### src/rtl/fifo_rd_pkg.sv
// Shared types and constants for the FIFO read-side streamer.
package fifo_rd_pkg;

    // Burst sequencing states.
    typedef enum logic [1:0] {
        IDLE,
        RUN,
        FLUSH,
        DONE
    } state_t;

    // Number of beats the skid buffer can hold.
    localparam int SKID_DEPTH = 2;
    // Width of the skid occupancy count (holds 0..SKID_DEPTH).
    localparam int SKID_CNT_W = $clog2(SKID_DEPTH + 1);

endpackage

### src/rtl/fifo_rd_skid.sv
// Two-entry skid buffer between the FIFO read port and the output stream.
// Entry 0 is the head and drives the stream. Push and pop may happen in the
// same cycle. When FIFO_RD_STREAMER_PARITY_EN is defined, a parity bit is
// stored next to each data word.
module fifo_rd_skid
    import fifo_rd_pkg::*;
#(
    parameter int W = 16
) (
    input  logic                  clk,
    input  logic                  rst_n,
    input  logic                  push,
    input  logic [W-1:0]          push_data,
`ifdef FIFO_RD_STREAMER_PARITY_EN
    input  logic                  push_parity,
    output logic                  head_parity,
`endif
    input  logic                  pop,
    output logic [W-1:0]          head_data,
    output logic [SKID_CNT_W-1:0] count
);

`ifdef FIFO_RD_STREAMER_PARITY_EN
    localparam int EW = W + 1;
`else
    localparam int EW = W;
`endif

    logic [EW-1:0] din;
    logic [EW-1:0] mem [SKID_DEPTH];

`ifdef FIFO_RD_STREAMER_PARITY_EN
    assign din         = {push_parity, push_data};
    assign head_data   = mem[0][W-1:0];
    assign head_parity = mem[0][W];
`else
    assign din         = push_data;
    assign head_data   = mem[0];
`endif

    // Shift-register FIFO: pops move entry 1 down to the head.
    always_ff @(posedge clk or negedge rst_n) begin
        if (!rst_n) begin
            // NOTE: storage is reset here because the head entry is a visible output (m_data must read 0 out of reset).
            mem[0] <= '0;
            mem[1] <= '0;
            count  <= '0;
        end else begin
            case ({push, pop})
                2'b10: begin
                    if (count == '0) mem[0] <= din;
                    else             mem[1] <= din;
                    count <= count + SKID_CNT_W'(1);
                end
                2'b01: begin
                    mem[0] <= mem[1];
                    count  <= count - SKID_CNT_W'(1);
                end
                2'b11: begin
                    if (count == SKID_CNT_W'(SKID_DEPTH)) begin
                        mem[0] <= mem[1];
                        mem[1] <= din;
                    end else begin
                        mem[0] <= din;
                    end
                end
                default: ;
            endcase
        end
    end

endmodule

### src/rtl/fifo_rd_streamer.sv
// Read-side consumer of the synchronous FIFO: drains a requested burst and
// presents it on a valid/ready stream with a last-beat marker. The FIFO's
// one-cycle read latency and sink back-pressure are absorbed by a two-entry
// skid buffer. Optional parity output: FIFO_RD_STREAMER_PARITY_EN.
module fifo_rd_streamer
    import fifo_rd_pkg::*;
#(
    parameter int FIFO_WIDTH = 16,
    parameter int MAX_BURST  = 256,
    parameter int CNT_W      = $clog2(MAX_BURST + 1)
) (
    input  logic                  clk,
    input  logic                  rst_n,
    input  logic                  start,
    input  logic [CNT_W-1:0]      burst_len,
    output logic                  busy,
    output logic                  done,
    output logic                  fifo_rd_en,
    input  logic [FIFO_WIDTH-1:0] fifo_data_out,
    input  logic                  fifo_empty,
    input  logic                  fifo_underflow,
    output logic                  m_valid,
    output logic [FIFO_WIDTH-1:0] m_data,
    output logic                  m_last,
    input  logic                  m_ready,
`ifdef FIFO_RD_STREAMER_PARITY_EN
    output logic                  m_parity,
`endif
    output logic                  err_underflow
);

    state_t                state;
    logic [CNT_W-1:0]      length;
    logic [CNT_W-1:0]      issued;
    logic [CNT_W-1:0]      sent;
    logic                  in_flight;
    logic [SKID_CNT_W-1:0] skid_count;
    logic [SKID_CNT_W:0]   occupancy;
    logic                  start_acc;
    logic                  pop;

    assign start_acc = start && (state == IDLE);
    assign m_valid   = (skid_count != '0);
    assign pop       = m_valid && m_ready;
    assign m_last    = m_valid && (sent == length - CNT_W'(1));

    // Words already committed to the skid buffer (stored or in flight), minus
    // the beat leaving this cycle, so a draining buffer can refill every cycle.
    assign occupancy = {1'b0, skid_count}
                     + {{SKID_CNT_W{1'b0}}, in_flight}
                     - {{SKID_CNT_W{1'b0}}, pop};

    assign fifo_rd_en = (state == RUN) && !fifo_empty && (issued < length)
                     && (occupancy < (SKID_CNT_W + 1)'(SKID_DEPTH));

    // Burst sequencing with registered busy/done.
    always_ff @(posedge clk or negedge rst_n) begin
        if (!rst_n) begin
            // NOTE: sequential state uses non-blocking assignments so every register samples pre-edge values.
            state <= IDLE;
            busy  <= 1'b0;
            done  <= 1'b0;
        end else begin
            case (state)
                IDLE: begin
                    if (start) begin
                        if (burst_len != '0) begin
                            state <= RUN;
                            busy  <= 1'b1;
                        end else begin
                            state <= DONE;
                            done  <= 1'b1;
                        end
                    end
                end
                RUN: begin
                    if (issued == length) state <= FLUSH;
                end
                FLUSH: begin
                    if (sent == length) begin
                        state <= DONE;
                        busy  <= 1'b0;
                        done  <= 1'b1;
                    end
                end
                DONE: begin
                    state <= IDLE;
                    done  <= 1'b0;
                end
                default: state <= IDLE;
            endcase
        end
    end

    // Latched burst length plus issued/sent counters, cleared on an accepted start.
    always_ff @(posedge clk or negedge rst_n) begin
        if (!rst_n) begin
            length <= '0;
            issued <= '0;
            sent   <= '0;
        end else if (start_acc) begin
            length <= burst_len;
            issued <= '0;
            sent   <= '0;
        end else begin
            if (fifo_rd_en) issued <= issued + CNT_W'(1);
            if (pop)        sent   <= sent + CNT_W'(1);
        end
    end

    // Read-in-flight tracking and the sticky underflow flag.
    always_ff @(posedge clk or negedge rst_n) begin
        if (!rst_n) begin
            in_flight     <= 1'b0;
            err_underflow <= 1'b0;
        end else begin
            in_flight <= fifo_rd_en;
            if (start_acc)      err_underflow <= 1'b0;
            if (fifo_underflow) err_underflow <= 1'b1;
        end
    end

    fifo_rd_skid #(
        .W (FIFO_WIDTH)
    ) u_skid (
        .clk         (clk),
        .rst_n       (rst_n),
        .push        (in_flight),
        .push_data   (fifo_data_out),
`ifdef FIFO_RD_STREAMER_PARITY_EN
        .push_parity (^fifo_data_out),
        .head_parity (m_parity),
`endif
        .pop         (pop),
        .head_data   (m_data),
        .count       (skid_count)
    );

endmodule

### config.mk
export PLATFORM = sky130hd
export DESIGN_NAME = fifo_rd_streamer
export DESIGN_NICKNAME = d
export VERILOG_FILES = /design/src/rtl/fifo_rd_pkg.sv /design/src/rtl/fifo_rd_skid.sv /design/src/rtl/fifo_rd_streamer.sv
export SDC_FILE = /design/constraint.sdc
export NUM_CORES = 1
export LEC_CHECK = 0
export ABC_AREA = 1
export CORE_AREA = 3 3 111 113
export CTS_BUF_LIST = sky130_fd_sc_hd__clkbuf_4 sky130_fd_sc_hd__clkbuf_8
export DETAILED_ROUTE_END_ITERATION = 16
export DIE_AREA = 0 0 114 116
export HOLD_SLACK_MARGIN = 0.1
export PLACE_DENSITY_LB_ADDON = 0.15
export SKIP_CTS_REPAIR_TIMING = 1
export SLEW_MARGIN = 30
export SYNTH_ARGS = -nofsm -noshare
export SYNTH_HDL_FRONTEND = slang
export SYNTH_SLANG_ARGS = --single-unit
### constraint.sdc
create_clock -name clk -period 3.7 [get_ports clk]
set_clock_uncertainty 0.05 [all_clocks]
set_input_delay 1.11 -clock clk [delete_from_list [all_inputs] [get_ports clk]]
set_output_delay 1.11 -clock clk [all_outputs]
set_load 0.05 [all_outputs]
==> impl_metrics.py <==
metrics = {
    "run_status": {
        "outcome": "complete, but fails checks",
        "violations_in_the_final_reports": "negative setup slack",
    },
    "detailed_routing": {
        "drtPass1Iterations": 4,
        "drtIter0Drc": 180,
        "postRouteAntennaNets": 0,
        "detail_route.wl_per_cell_um": 13.16,
        "drc": 0,
        "routed_wirelength_um": 9253,
        "via_count": 3338,
        "detail_routed_via_count_per_cell": 4.748,
    },
    "clocking": {
        "clk_pin_slew_worst_paths_ps": 80,
        "cts_tree": "yes",
        "h_tree_depth_reported_by_cts": 3,
        "numClockSinks": 67,
        "clockBufferDepth": 2,
        "worst_skew_pair.late_latency_ps": 350,
        "cts_made_buffers": 9,
        "clk_root_buffer_cell": "clkbuf_8",
    },
    "pwr": {
        "power_density_mw_per_mm2": 829.6,
        "power.ir.vdd_worst_uv": 347.2,
        "total_power_mw": 4.063,
        "leakagePower_nw": 2.245,
    },
    "placement": {
        "placement.setup.worst_slack_ps": -861.6,
        "port_buffers": 52,
        "routabilityCongestion": 0.8137,
        "place.detailed.hpwl_um": 6596,
    },
    "setup_path": {
        "cpMaxStageDelayCell": "fa_2",
        "crit_path_max_fanout": 2,
        "critical-path-top-delay-family": "adder cells",
        "cp_data_arrival_time_ps": 2860,
        "depth_of_the_worst_register_to_register_path": 14,
        "worst_setup_path_end_kind": "output port",
        "critical_path.most_common_cell": "nand3_2",
        "worstPathCellList": "buf_8 -> inv_8 -> nor2_4 -> ha_4 -> or2_4 -> fa_2 -> nand3_2 -> nor2_2 -> nand3_2 -> clkinvlp_4 -> buf_12",
        "critical_path_buf_inv_count": 4,
        "cp_num_cells": 11,
        "worst-endpoint-required_ps": 2540,
        "startpoint_type": "primary input",
        "critical_path.max_stage_delay_ps": 520,
        "worst-setup-path-type": "in2out",
    },
    "hold_path": {
        "hold_path_depth": 1,
        "hold_path_class": "reg2reg",
    },
    "die": {
        "height_of_the_chip_um": 116,
        "die-width_um": 114,
        "rows": 39,
        "boundaryPins": 53,
        "design.die.area_sq_mm": 0.01322,
        "floorplan.core_area_sq_mm": 0.01142,
        "start_util": 0.3488,
    },
    "logic_synthesis": {
        "synth_ff_type": "dfrtp_1",
        "synth_enable_flop_cells": 0,
        "ys.warnings.count": 0,
        "syn-instance-count": 511,
        "netlist-cell-type-count": 32,
        "postSynth.asyncResetShare": 1.000,
        "ys_seq_elements": 67,
        "postSynthAreaPerCell_sq_um": 7.794,
        "synth_fp_nets": 563,
        "post_synth_instance_area_sq_mm": 0.003983,
        "ys_seq_area_frac": 0.4210,
    },
    "grt": {
        "wire_length_of_the_first_global_routing_pass_um": 15510,
        "grt_use_total": 0.1466,
        "antenna_found_initial": 0,
        "maximum_number_of_pins_on_one_net_before_global_route_repair": 36,
        "global_route.overflow_total": 0,
        "vias_in_the_first_global_route": 3214,
    },
    "sta": {
        "grt_setup_unrepaired": "yes",
        "tightest_slew_ps": 804.7,
        "finalWorstPathRequiredPeriod_ps": 4022,
        "finalCritPeriodShare": 1.087,
        "slew_violations": 0,
        "totalNegativeSetupSlack_ps": -322.1,
        "slew_headroom": 0.4636,
        "max_freq_ghz": 0.2486,
        "postLayoutSetupSlackWorst_ps": -322.1,
        "finalSetupViolCount": 1,
        "final-hold-violation-count": 0,
    },
    "finish": {
        "fin_nets": 607,
        "layout-drive-gt1-share": 0.1321,
        "num-fill-cells": 1161,
        "utilization": 0.4289,
        "count_of_inserted_antenna_diode_cells": 0,
        "area_delta_synth_final_pct": 22.97,
    },
    "job": {
        "timing.max_cap.violations": 0,
    },
}
==> sequential cells by signal (all words and copies together), names as in the netlist <==
register          flops
busy                  1
done                  1
err_underflow         1
in_flight             1
issued                9
length                9
sent                  9
state                 2
u_skid.count          2
u_skid.head_data     16
u_skid.mem           16
==> routing by layer <==
metal	vias to the layer above	wire, um	GRT usage
met5	-	0	0
met4	0	125	0.05622
met3	10	471	0.02977
met2	77	4209	0.2393
met1	1539	4447	0.1923
li1	1712	-	-
==> final cells by class <==
type                       instances  area (sq um)  share of cell area
clock buffer                       9         123.9             0.02529
clock inverter                     7         125.1             0.02555
inverter                          58         229.0             0.04676
multi-input combinational        354          1926              0.3932
sequential                        67          1677              0.3424
tap                              143         178.9             0.03654
timing repair buffer              65         638.1              0.1303
==> cell families (layout without fill, tap and decap cells) <==
group           after synthesis  after routing  synth area share
compound gates               86             86            0.1191
simple gates                234            234            0.2617
flops                        67             67            0.4210
fa+ha+maj                    21             21           0.06786
buf+inv                      90            139            0.1018
xor+xnor                     13             13           0.02859
==> power by group <==
part / total, mW / switching, mW / internal (mW)
Sequential: 1.25 / 0.212 / 1.04
Combinational: 2.04 / 1.28 / 0.765
Clock: 0.774 / 0.321 / 0.454
Total: 4.06 / 1.81 / 2.25
==> per-stage QoR <==
stage / hold WS (ps) / instances / area, sq um
after floorplan: 441.6 / 511 / 3996
after global placement: 413.8 / 685 / 4606
after detailed placement: 421.9 / 685 / 4606
after CTS: 441.5 / 701 / 4855
after global routing: 466.3 / 703 / 4897
final: 438.1 / 703 / 4897
==> Yosys cell counts, types with 9 or more instances <==
cell,n,area share
nor3_1,12,0.015
buf_4,16,0.030
ha_1,20,0.063
dfrtp_1,67,0.42
nand2_1,112,0.11
nor2_1,52,0.049
inv_1,56,0.053
o21ai_0,52,0.065
a31oi_1,17,0.027
or2_2,20,0.031
xor2_1,9,0.020
clkbuf_1,10,0.0094
nand3_1,22,0.028
a21oi_1,9,0.011
==> final timing paths <==
check / from / endpoint / slack, ps
setup / recovery: m_ready / fifo_rd_en / -320
hold / removal: err_underflow / err_underflow / 440
setup reg to reg: u_skid.count[0] / issued[5] / 950
hold reg to reg: err_underflow / err_underflow / 440
max in group asynchronous: rst_n / length[0] / 2130
min in group asynchronous: rst_n / u_skid.mem[11] / 800
==> layout by cell type (no fill, tap or decap), types with 5 or more instances in the layout <==
cell type / synthesis / layout
clkdlybuf4s50_1: 0 / 48
or2_2: 20 / 19
nor2_1: 52 / 51
buf_4: 16 / 13
clkbuf_8: 0 / 9
ha_1: 20 / 19
dfrtp_1: 67 / 67
a21oi_1: 9 / 9
xor2_1: 9 / 9
o21ai_0: 52 / 52
a31oi_1: 17 / 17
nand2_1: 112 / 112
nor3_1: 12 / 12
inv_1: 56 / 54
nand3_1: 22 / 21
nor2_2: 4 / 5
No activity file was read; power rests on OpenSTA's default activity.
